[config.mk]
export PLATFORM = sky130hd
export DESIGN_NAME = cam_capture_ctrl
export DESIGN_NICKNAME = d
export VERILOG_FILES = /design/src/rtl/cam_capture_ctrl.sv
export SDC_FILE = /design/constraint.sdc
export NUM_CORES = 1
export LEC_CHECK = 0
export CAP_MARGIN = 10
export CORE_MARGIN = 2
export CORE_UTILIZATION = 30
export CTS_CLUSTER_DIAMETER = 40
export DETAILED_ROUTE_END_ITERATION = 6
export GPL_ROUTABILITY_DRIVEN = 0
export SYNTH_ARGS = -nofsm -noshare
export SYNTH_HDL_FRONTEND = slang
export SYNTH_SLANG_ARGS = --single-unit
[constraint.sdc]
create_clock -name clk -period 2.6 [get_ports clk]
set_input_delay 0.39 -clock clk [delete_from_list [all_inputs] [get_ports clk]]
set_output_delay 0.39 -clock clk [all_outputs]
set_load 0.005 [all_outputs]
[src/rtl/cam_capture_ctrl.sv]
// cam_capture_ctrl: turns the camera byte stream into RGB565 frame buffer writes.
// Runs entirely in the camera pclk domain. Registers vsync, href and the data bus once,
// pairs bytes into pixels, decimates by DECIM in both axes, and writes a W x H buffer.
// It reports frame_start, frame_done, busy, a sticky overrun flag and a captured-frame count.
// Optional feature macro: CAM_CAPTURE_FRAME_SKIP_EN. When it is defined, SKIP camera frames
// are dropped after every captured frame.
module cam_capture_ctrl #(
    parameter int CAM_W = 640,
    parameter int CAM_H = 480,
    parameter int W     = 320,
    parameter int H     = 240,
    parameter int DECIM = 2,
    parameter int SKIP  = 1
) (
    input  logic        clk,
    input  logic        reset,
    input  logic        enable,
    input  logic        vsync,
    input  logic        href,
    input  logic [7:0]  cam_data,
    output logic        we,
    output logic [16:0] wAddr,
    output logic [15:0] wData,
    output logic        frame_start,
    output logic        frame_done,
    output logic        busy,
    output logic        overrun,
    output logic [7:0]  frame_cnt
);

    localparam logic [1:0] IDLE    = 2'd0;
    localparam logic [1:0] WAIT_VS = 2'd1;
    localparam logic [1:0] ACTIVE  = 2'd2;
    localparam logic [1:0] DONE    = 2'd3;

    localparam logic [16:0] FB_SIZE = 17'(W * H);
    localparam logic [16:0] ROW_INC = 17'(W);

    logic [1:0]  state_q, state_d;
    logic        vsync_q, vsync_prev_q, href_q, href_prev_q;
    logic [7:0]  data_q, hi_q;
    logic        phase_q;
    logic [15:0] x_q, y_q;
    logic [16:0] addr_q, row_base_q, waddr_q;
    logic [15:0] wdata_q;
    logic        we_q, frame_start_q, overrun_q;
    logic [7:0]  frame_cnt_q;
    logic        skip_zero;

    // Edges are taken between the registered sample and its previous value.
    logic vs_fall, vs_rise, hr_rise, hr_fall;
    assign vs_fall = vsync_prev_q & ~vsync_q;
    assign vs_rise = vsync_q & ~vsync_prev_q;
    assign hr_rise = href_q & ~href_prev_q;
    assign hr_fall = ~href_q & href_prev_q;

    // Decimation keep tests; with DECIM == 1 every pixel and line is kept.
    logic line_kept, pix_kept, in_bounds;
    assign line_kept = (DECIM == 1) ? 1'b1 : ~y_q[0];
    assign pix_kept  = line_kept & ((DECIM == 1) ? 1'b1 : ~x_q[0]);
    assign in_bounds = (addr_q < FB_SIZE) && (x_q < 16'(CAM_W)) && (y_q < 16'(CAM_H));

`ifdef CAM_CAPTURE_FRAME_SKIP_EN
    logic [7:0] skip_q;
    assign skip_zero = (skip_q == 8'd0);

    // Skip counter: loaded after each captured frame, consumed by ignored vsync falls.
    always_ff @(posedge clk) begin
        if (reset) begin
            skip_q <= 8'd0;
        end else if (state_q == DONE) begin
            skip_q <= 8'(SKIP);
        end else if (state_q == WAIT_VS && enable && vs_fall && !skip_zero) begin
            skip_q <= skip_q - 8'd1;
        end
    end
`else
    assign skip_zero = 1'b1;
`endif

    // Next-state logic for the capture sequencer.
    always_comb begin
        // NOTE: default assignment first so no path through the case infers a latch.
        state_d = state_q;
        case (state_q)
            IDLE:    if (enable && vsync_q) state_d = WAIT_VS;
            WAIT_VS: begin
                if (!enable)                    state_d = IDLE;
                else if (vs_fall && skip_zero)  state_d = ACTIVE;
            end
            ACTIVE:  if (vs_rise) state_d = DONE;
            DONE:    state_d = enable ? WAIT_VS : IDLE;
            default: state_d = IDLE;
        endcase
    end

    // Input sampling, state register and the pixel/address datapath.
    always_ff @(posedge clk) begin
        // NOTE: non-blocking assignments throughout, so every read sees last cycle's value.
        if (reset) begin
            state_q       <= IDLE;
            vsync_q       <= 1'b0;
            vsync_prev_q  <= 1'b0;
            href_q        <= 1'b0;
            href_prev_q   <= 1'b0;
            data_q        <= 8'd0;
            hi_q          <= 8'd0;
            phase_q       <= 1'b0;
            x_q           <= 16'd0;
            y_q           <= 16'd0;
            addr_q        <= 17'd0;
            row_base_q    <= 17'd0;
            waddr_q       <= 17'd0;
            wdata_q       <= 16'd0;
            we_q          <= 1'b0;
            frame_start_q <= 1'b0;
            overrun_q     <= 1'b0;
            frame_cnt_q   <= 8'd0;
        end else begin
            vsync_q       <= vsync;
            vsync_prev_q  <= vsync_q;
            href_q        <= href;
            href_prev_q   <= href_q;
            data_q        <= cam_data;
            state_q       <= state_d;
            we_q          <= 1'b0;
            frame_start_q <= 1'b0;

            if (state_q == WAIT_VS && state_d == ACTIVE) begin
                frame_start_q <= 1'b1;
                phase_q       <= 1'b0;
                x_q           <= 16'd0;
                y_q           <= 16'd0;
                addr_q        <= 17'd0;
                row_base_q    <= 17'd0;
            end

            if (state_q == ACTIVE) begin
                if (hr_rise) begin
                    // The first byte of a line is always a high byte.
                    hi_q    <= data_q;
                    phase_q <= 1'b1;
                    x_q     <= 16'd0;
                    if (line_kept) addr_q <= row_base_q;
                end else if (href_q) begin
                    if (!phase_q) begin
                        hi_q    <= data_q;
                        phase_q <= 1'b1;
                    end else begin
                        phase_q <= 1'b0;
                        x_q     <= x_q + 16'd1;
                        if (pix_kept) begin
                            if (in_bounds) begin
                                we_q    <= 1'b1;
                                waddr_q <= addr_q;
                                wdata_q <= {hi_q, data_q};
                                addr_q  <= addr_q + 17'd1;
                            end else begin
                                overrun_q <= 1'b1;
                            end
                        end
                    end
                end else if (hr_fall) begin
                    // Line end: an unpaired trailing byte is dropped by clearing the phase.
                    y_q     <= y_q + 16'd1;
                    phase_q <= 1'b0;
                    if (line_kept && row_base_q < FB_SIZE) row_base_q <= row_base_q + ROW_INC;
                end
            end

            if (state_q == DONE) frame_cnt_q <= frame_cnt_q + 8'd1;
        end
    end

    assign we          = we_q;
    assign wAddr       = waddr_q;
    assign wData       = wdata_q;
    assign frame_start = frame_start_q;
    assign frame_done  = (state_q == DONE);
    assign busy        = (state_q == ACTIVE);
    assign overrun     = overrun_q;
    assign frame_cnt   = frame_cnt_q;

endmodule

Word level (Yosys, flattened, before mapping)
Cells that the tools add are included.

storage, ports and cells
  register bits = 133
  bits of input ports = 13
  output and inout port bits = 46
  word-level logic and storage cells = 100

operators by class
  $add $sub $neg = 5
  $lt $le $gt $ge = 4
  eq/ne operators = 5
  mux-type cells = 41
  bitwise gates (word level) = 16
  reductions and logical operators = 11

operators with widths
  cell                   number
  $mux 17                14
  $mux 16                10
  $lt 17x17->1 const B   2
  $add 16x1->16 const B  2
  $mux 8                 3
  $add 17x1->17 const B  1
  $add 17x9->17 const B  1
  $lt 16x10->1 const B   1
  $lt 16x9->1 const B    1
  $reduce_and 6->1       2
  $not 1->1              11
  $mux 1                 9
  $add 8x1->8 const B    1
  $mux 2                 4
  $pmux 2 s4             1
  $eq 2x2->1 const B     3
  $reduce_or 6->1        1
  $and 1x1->1            5
  $logic_and 1x1->1      5
  $reduce_and 3->1       1
  $eq 2x1->1 const B     1
  $logic_not 2->1        1
  $ne 2x1->1 const B     1
  $reduce_bool 2->1      1

Logic depth before layout (Yosys ltp)
Gate-level depths: netlist of the first run.

  depth in word-level cells = 14
  mapped depth = 9
  depth with buffers taken out = 7

Worst setup path before layout of the first run
Ideal clock, no wire load.

  path type = register -> register
  start = reg addr_q[12]
  end = reg addr_q[15]
  setup time = 0.079 ns
  data arrival time = 2.104 ns
  required time = 2.521 ns
  setup slack = 0.417 ns
  cell stages (with the launch flop) = 9
  path buffers = 3
  period minus slack after synthesis = 2.183 ns
  cells stage by stage = dfxtp_1 -> buf_6 -> a2111oi_2 -> nor2_1 -> or4_1 -> buf_2 -> buf_6 -> or3_1 -> a211oi_2

on the way
  word-level cells in the longest chain between the ends = 9
  elaborated cells on any way between the ends = 10
  classes of those cells = add/sub (1); order compare (1); mux (6); reduce/logical (2)

ends and longest elaborated chain
  what                            RTL line  RTL
  start: declaration              44        logic [16:0] addr_q, row_base_q, waddr_q;
  start signal: assignment        144       if (line_kept) addr_q <= row_base_q;
  start signal: assignment        157       addr_q <= addr_q + 17'd1;
  $lt 17x17->1                    61        assign in_bounds = (addr_q < FB_SIZE) && (x_q < 16'(CAM_W)) && (y_q < 16'(CAM_H));
  $logic_and 1x1->1 (2 in a row)  61
  $mux 17 (*)                     153       if (in_bounds) begin
  $mux 17 (*)                     152       if (pix_kept) begin
  $mux 17 (*)                     146       if (!phase_q) begin
  $mux 17 (*)                     145       end else if (href_q) begin
  $mux 17 (*)                     139       if (hr_rise) begin
  $mux 17 (*)                     138       if (state_q == ACTIVE) begin

Every way passes the cells marked *; elsewhere a longest branch is shown, timed or not.
A chain may end at the register's enable or synchronous reset.

Final worst setup path of the first run
  start = reg x_q[12]
  end = reg addr_q[15]

on the way
  word-level cells in the longest chain between the ends = 9

ends and longest elaborated chain
  what                            RTL line  RTL
  start: declaration              43        logic [15:0] x_q, y_q;
  start signal: assignment        151       x_q <= x_q + 16'd1;
  $lt 16x10->1                    61
  $logic_and 1x1->1 (2 in a row)  61
  $mux 17                         153
  $mux 17                         152
  $mux 17                         146
  $mux 17                         145
  $mux 17                         139
  $mux 17                         138

Every way passes these cells.

==> flow_summary.yaml, run 1 <==
clock_network:
  cts-buffers-inserted: 17
  cts_resized: 0
  cts_tree: "built"
  cts_sinks: 133
  path_clk_slew_ps: 60
  clk_path_buf_depth: 2
  cts_setup_buffers: 0
  worst_skew_pair.late_latency_ps: 420
  cts_max_level: 4
  postCtsHoldBufs: 0
  root_buffer: "clkbuf_16"
run_status:
  status: "finished clean"
final_layout:
  nFillCells: 2057
  fin_cells: 1082
  multiInputGateArea_mm2: 0.00310
  diodes: 0
  drive_gt1_frac: 0.0832
  regArea_mm2: 0.00266
  fin_nets: 824
  fin_util: 0.383
  syn_to_final_growth_pct: 24.3
job:
  drv_cap: 0
route:
  drt-pass1-iter-count: 5
  ant_nets: 0
  vias: 5399
  drc: 0
  drt_iter0_drc: 422
  viasPerCell: 4.99
  drt-total-wl_um: 15100
  wl_per_cell_um: 14.0
global_route:
  grt_pass1_wl_um: 24900
  grt_pass1_vias: 4955
  grt_max_degree: 86
  grt_util_all_layers: 0.141
  gr-total-overflow: 0
  antenna_found_initial: 0
yosys:
  syn-num-nets: 772
  synth_top_cell_by_area: "dfxtp_1"
  synthTopCellsByArea: "dfxtp_1 44%, nand2_1 7.2%, a21oi_1 6.5%, nor2_1 4.7%, o21ai_0 2.7%"
  synth-edff-count: 0
  syn_area_per_cell_um2: 8.00
  synth-async-reset-ratio: 0
  synth-seq-area-share: 0.441
  syn_inst: 754
  syn_area_mm2: 0.00603
  ys_ff_latch: 133
  yosys_warnings: 0
  synth_top_area_frac: 0.441
  synth_flop_cell: "dfxtp_1"
  ys_types: 58
worst_setup_path:
  critPathKind: "flip-flop to flip-flop"
  cp-startpoint: "x_q[12]"
  crit_fanout: 19
  critPathLaunchType: "flip-flop"
  cp.required_ps: 2940
  endpoint_kind: "flip-flop"
  crit-reg2reg-launch: "x_q[12]"
  worstPathArrival_ps: 2780
place:
  placed_cells: 1052
  port_buffers: 58
  dp_hpwl_um: 10200
  place_worst_setup_slack_ps: 182
floorplanning:
  die_h_um: 146
  dieWidth_um: 146
  initial_core_util: 0.308
  num_rows: 51
  coreArea_mm2: 0.0196
  io_pins: 59
  die-area_mm2: 0.0213
sta:
  maxSlewViolCount: 0
  skew_ps: 10.6
  grt_setup_unrepaired: "no"
  tns_ps: 0
  maxSlewHeadroom: 0.390
  setup_ws_ps: 158
  min_period_ps: 2440
  finalSetupViolCount: 0
  final-hold-violation-count: 0
  fmax_ghz: 0.410
  tightest_slew_ps: 915
  finalCritPeriodShare: 0.939
power_and_ir_drop:
  irDropWorstVdd_v: 0.000412
  power_mw: 4.42
  p_leak_nw: 2.68
  p_per_area_mw_per_mm2: 589
hold_path:
  min-delay-start: "reset"
  hp-class: "input pin to flip-flop"
[report_power, final]
group          internal (mW)  switching (mW)  total, mW
Combinational         0.0366          0.0603     0.0969
Sequential              2.05         0.00995       2.06
Clock                   1.40           0.857       2.26
Total                   3.49           0.927       4.42
[synth_stat cells, types with 3 or more instances]
cell,instances
dfxtp_1,133
nand2_1,116
a21oi_1,78
nor2_1,76
clkbuf_1,40
o21ai_0,32
nand3_1,29
nor2b_1,23
and3_1,17
xor2_1,17
mux2i_1,14
nand4_1,14
nor3_1,14
inv_1,12
a31oi_1,11
nand2b_1,11
or3_1,10
xnor2_1,10
buf_2,7
a22oi_1,6
and4_1,5
ha_1,5
nor4_1,5
o211ai_1,5
a211oi_1,4
a21o_1,4
nor3b_1,4
a221o_1,3
a41oi_1,3
buf_1,3
o31ai_1,3
or2_2,3
or4_1,3
[kinds of logic after synthesis]
| logic type | share of synthesized area |
|---|---|
| simple gates | 0.266 |
| xor+xnor | 0.0392 |
| fa+ha+maj | 0.0104 |
| compound gates | 0.173 |
| buf+inv | 0.0444 |
| flops | 0.441 |
| mux | 0.0251 |
[layout by cell type (no fill, tap or decap), drive strengths merged, types with 10 or more instances in the layout]
cell           count
a21oi             78
a31oi             11
and3              17
buf               28
clkbuf            23
clkdlybuf4s50     57
dfxtp            133
inv               12
mux2i             14
nand2            116
nand2b            11
nand3             29
nand4             14
nor2              77
nor2b             23
nor3              14
o21ai             33
or3               10
xnor2             10
xor2              17
[final cells by class]
type	instances	share of cell area
inverter	13	0.00650
timing repair buffer	85	0.106
sequential	133	0.355
multi-input combinational	556	0.414
tap	265	0.0442
clock inverter	7	0.00984
clock buffer	23	0.0650
[path summary, 6_finish.rpt]
path                end  slack [ps]  cells after the start
max          addr_q[15]         160                      6
min            wAddr[8]         280                      2
max reg2reg  addr_q[15]         160                      6
min reg2reg    wData[2]         450                      2
[through the flow]
step | hold WS [ps] | cell area [um^2]
6_report | 280 | 7500
5_1_grt | 274 | 7500
4_1_cts | 275 | 7500
3_5_place_dp | 443 | 6940
3_3_place_gp | 437 | 6940
2_1_floorplan | 431 | 6030
[per-layer routing]
metal	global-route usage	vias up	wire [um]
li1	-	2730	-
met1	0.193	2551	7460
met2	0.222	105	6840
met3	0.0367	13	673
met4	0.0377	0	133
met5	0	-	0
[state kept, by name (all words and copies together) (netlist names)]
| signal | count |
|---|---|
| addr_q | 17 |
| data_q | 8 |
| frame_cnt | 8 |
| frame_start | 1 |
| hi_q | 8 |
| href_prev_q | 1 |
| href_q | 1 |
| overrun | 1 |
| phase_q | 1 |
| row_base_q | 17 |
| state_q | 2 |
| vsync_prev_q | 1 |
| vsync_q | 1 |
| wAddr | 17 |
| wData | 16 |
| we | 1 |
| x_q | 16 |
| y_q | 16 |
[worst max-delay path, stage by stage, from the launching register on]
cell and delay (ps):
dfxtp_1 350, nor4_1 350, o2111ai_1 240, or4_1 640
buf_4 250, or3_1 370, a211oi_2 170
(Power assumes the default switching activity.)
==> inputs of run 2 (changes only) <==
Settings changed: ABC_CLOCK_PERIOD_IN_PS set to 2840, SKIP_CTS_REPAIR_TIMING set to 1.
Clock period 2.6 ns to 2.84 ns, I/O delays scaled along.
==> run 2 against run 1 <==
Fmax fell by 2.3%. Sequential share of layout area barely moved. Critical path depth up 1. First-iteration DRC count grew 16%. Utilization hardly changed. Highest routed layer unchanged.
==> flow_summary.yaml, run 2 (same netlist as run 1, synthesis figures left out) <==
sta:
  tightest_slew_ps: 1030
  skew_ps: 12.5
  setup_ws_ps: 341
  finalSetupViolCount: 0
  fmax_ghz: 0.400
  tns_ps: 0
  min_period_ps: 2500
  maxSlewHeadroom: 0.312
  grt_setup_unrepaired: "no"
  finalCritPeriodShare: 0.880
  final-hold-violation-count: 0
  maxSlewViolCount: 0
worst_setup_path:
  worstPathArrival_ps: 2850
  critPathLaunchType: "flip-flop"
  critPathKind: "flip-flop to flip-flop"
  cp.required_ps: 3190
  crit_fanout: 18
  r2r_slack_ps: 340
  crit-reg2reg-launch: "x_q[12]"
  endpoint_kind: "flip-flop"
  cp-startpoint: "x_q[12]"
route:
  drt-total-wl_um: 15200
  drt_iter0_drc: 488
  ant_nets: 0
  wl_per_cell_um: 14.0
  drt-pass1-iter-count: 5
  viasPerCell: 4.99
  vias: 5394
  drc: 0
floorplanning:
  die-area_mm2: 0.0213
  dieWidth_um: 146
  coreArea_mm2: 0.0196
  num_rows: 51
  initial_core_util: 0.308
  io_pins: 59
  die_h_um: 146
global_route:
  gr-total-overflow: 0
  grt_util_all_layers: 0.143
  grt_pass1_wl_um: 24900
  grt_pass1_vias: 4855
  antenna_found_initial: 0
  grt_max_degree: 62
clock_network:
  worst_skew_pair.late_latency_ps: 430
  cts_max_level: 4
  root_buffer: "clkbuf_16"
  cts_tree: "built"
  path_clk_slew_ps: 60
  clk_path_buf_depth: 2
  cts_sinks: 133
  cts-buffers-inserted: 17
hold_path:
  hp-class: "input pin to flip-flop"
  min-delay-start: "reset"
final_layout:
  diodes: 0
  fin_nets: 822
  fin_util: 0.383
  drive_gt1_frac: 0.0822
  nFillCells: 2035
  layout_common_cells: "133 x dfxtp_1, 116 x nand2_1, 78 x a21oi_1, 76 x nor2_1, 57 x clkdlybuf4s50_1"
  final_common_cell: "dfxtp_1"
  syn_to_final_growth_pct: 24.3
place:
  dp_hpwl_um: 10100
  port_buffers: 58
  place_worst_setup_slack_ps: 310
job:
  drv_cap: 0
power_and_ir_drop:
  irDropWorstVdd_v: 0.000372
  p_per_area_mw_per_mm2: 559
  p_leak_nw: 2.68
run_status:
  status: "finished clean"
run 2: critical path: stages, from the launching register on:
cell and delay (ps):
dfxtp_1 360, nor4_1 360, o2111ai_1 220, or4_1 760, nor2_2 240, buf_4 260
nand2_1 80, a21oi_1 130
run 2: stage by stage:
step / instance area [um^2] / power, mW / cells / hold WS (ps)
6_report: 7500 / 4.19 / 1080 / 433
5_1_grt: 7500 / 4.33 / 1080 / 448
4_1_cts: 7500 / 4.24 / 1080 / 425
3_5_place_dp: 6910 / 2.02 / 1050 / 445
3_3_place_gp: 6910 / 2.02 / 1050 / 438
2_1_floorplan: 6030 / 1.98 / 754 / 431
run 2: layout make-up:
class	count	area, um^2	area share
sequential	133	2660	0.355
timing repair buffer	83	766	0.102
clock buffer	20	457	0.0609
inverter	13	48.8	0.00651
clock inverter	10	131	0.0175
multi-input combinational	556	3100	0.414
tap	265	332	0.0442
run 2: routing by layer:
metal  up-vias  global-route usage  share of wire
met2       127               0.217           0.45
met3        23              0.0282          0.043
met1      2508               0.199           0.49
li1       2736                   -              -
met5         -                   0              0
met4         0              0.0564          0.017
run 2: where the power goes:
| group | internal (mW) | switching [mW] | total (mW) |
|---|---|---|---|
| registers | 1.88 | 0.00846 | 1.89 |
| clock network | 1.41 | 0.807 | 2.21 |
| logic | 0.0334 | 0.0559 | 0.0892 |
run 2: worst paths after layout:
| kind | to | cells after the start |
|---|---|---|
| worst max register to register | wData[15] | 7 |
| worst max-delay path | wData[15] | 7 |
| worst min register to register | wAddr[3] | 2 |
| worst min-delay path | frame_cnt[4] | 2 |
==> edit: new RTL, flow settings as in run 1 <==
Build with the macro `CAM_CAPTURE_FRAME_SKIP_EN` defined.
--- a/src/rtl/cam_capture_ctrl.sv
+++ b/src/rtl/cam_capture_ctrl.sv
@@ -4,6 +4,8 @@
 // It reports frame_start, frame_done, busy, a sticky overrun flag and a captured-frame count.
 // Optional feature macro: CAM_CAPTURE_FRAME_SKIP_EN. When it is defined, SKIP camera frames
 // are dropped after every captured frame.
+`define CAM_CAPTURE_FRAME_SKIP_EN
+
 module cam_capture_ctrl #(
     parameter int CAM_W = 640,
     parameter int CAM_H = 480,
Behaviour: no difference found for any inputs over 4 cycles, from zero or initial values and one cycle with reset high; that may be too few to reach the edited logic, so the function may still have changed.
==> edit against run 1 <==
  * Synthesized area increased by 5.0%
  * Critical path depth decreased by 1
  * Design area increased by 4.8%
  * Routed wire length increased by 4.9%
  * Total power increased by 2.5%
  * Fmax increased by 6.3%
  * Cell count increased by 1.1%
  * Sequential cell count increased by 8
  * Sequential share of layout area increased by 0.42 points
  * Count of clock-buffer cells in the layout decreased by 3
  * Worst setup slack improved by 140 ps
  * Combinational power decreased by 3.5%
  * Clock skew decreased by 3.6 ps
  * Critical path type unchanged
  * Largest cell class unchanged
  * Largest power group unchanged
==> edit: results <==
set metrics [dict create \
    synthXorXnorAreaFrac_pct 3.04 \
    status "completed" \
    p_leak_nw 2.75 \
    drt-met1-wl_um 7920 \
    switching_share_pct 21.9 \
    ys_seq_area_share_pct 44.5 \
    dr_wl_met3_um 665 \
    max_freq_ghz 0.435 \
    drive_above_1_share_pct 8.42 \
    whs_endpoint "y_q[7]$_SDFF_PP0_" \
    wl_met2_um 6900 \
    maxSlewHeadroom_pct 56.8 \
    hpwlAfterDp_um 10800 \
    multi_input_area_share_pct 42.0 \
    cpMaxStageDelayCell "or4_4" \
    syn_avg_cell_area_sq_um 8.54 \
    met1_usage_pct 20.4 \
    nNonClkBuffers 88 \
    nNetsFinal 827 \
    synth_fa_ha_area_share_pct 1.38 \
    clockBufferCount 20 \
    rows 53 \
    clk_share_pct 6.89 \
    areaGrowthSynthToFinish_pct 24.0 \
    crit_fanout 7 \
    max_stage_delay_ps 590 \
    post-place-ws_ps 316 \
    postPlaceCellArea_sq_um 7320 \
    multi_input_cells 550 \
    r2r_start "y_q[11]$_SDFF_PP0_" \
    drtIter0Drc 416 \
    instances_no_fill 1094 \
    routedWlPerCell_um 14.5 \
    synth_common_cells "141 x dfxtp_1, 71 x nor2_1, 62 x nand2_1, 56 x a21oi_1, 51 x nor2b_1" \
    grt_util_met2_pct 22.4 \
    inv_count 9 \
    fill_cells 2138 \
    synth-compound-area-share_pct 20.5 \
    cts_sinks 141 \
    skew_ps 6.98 \
    met3_usage_pct 3.03 \
    syn-num-nets 762 \
    synth.distinct_cells 64 \
    grt_pass1_vias 5150 \
    nonClkBufAreaFrac_pct 10.4 \
    crit_end "addr_q[13]$_SDFF_PP0_" \
    grt_pass1_wl_um 26500 \
]
edit: cell count changes in the layout (fill, tap and decap cells not counted), moves of 8 or more:
| cell | before | now |
|---|---|---|
| nand2_1 | 116 | 62 |
| o22a_1 | 0 | 31 |
| nor2b_1 | 23 | 51 |
| a21oi_1 | 78 | 56 |
| and2_1 | 2 | 17 |
| mux2i_1 | 14 | 1 |
| and3_1 | 17 | 8 |
| dfxtp_1 | 133 | 141 |
edit: cell families after synthesis:
logic type / Yosys count
and+or+nand+nor: 326
xor gates and xnor gates: 22
adders and majority gates: 7
DFF: 141
muxes: 1
buffers and inverters: 51
AOI/OAI and AO/OA: 194
edit: power by group through the flow:
| stage | sequential (mW) | combinational, mW | clock [mW] |
|---|---|---|---|
| floorplan | 2.22 | 0.0524 | 0 |
| global placement | 2.23 | 0.0943 | 0 |
| detailed placement | 2.23 | 0.0945 | 0 |
| CTS | 2.18 | 0.0947 | 2.31 |
| global route | 2.18 | 0.102 | 2.41 |
| finish | 2.18 | 0.0935 | 2.26 |
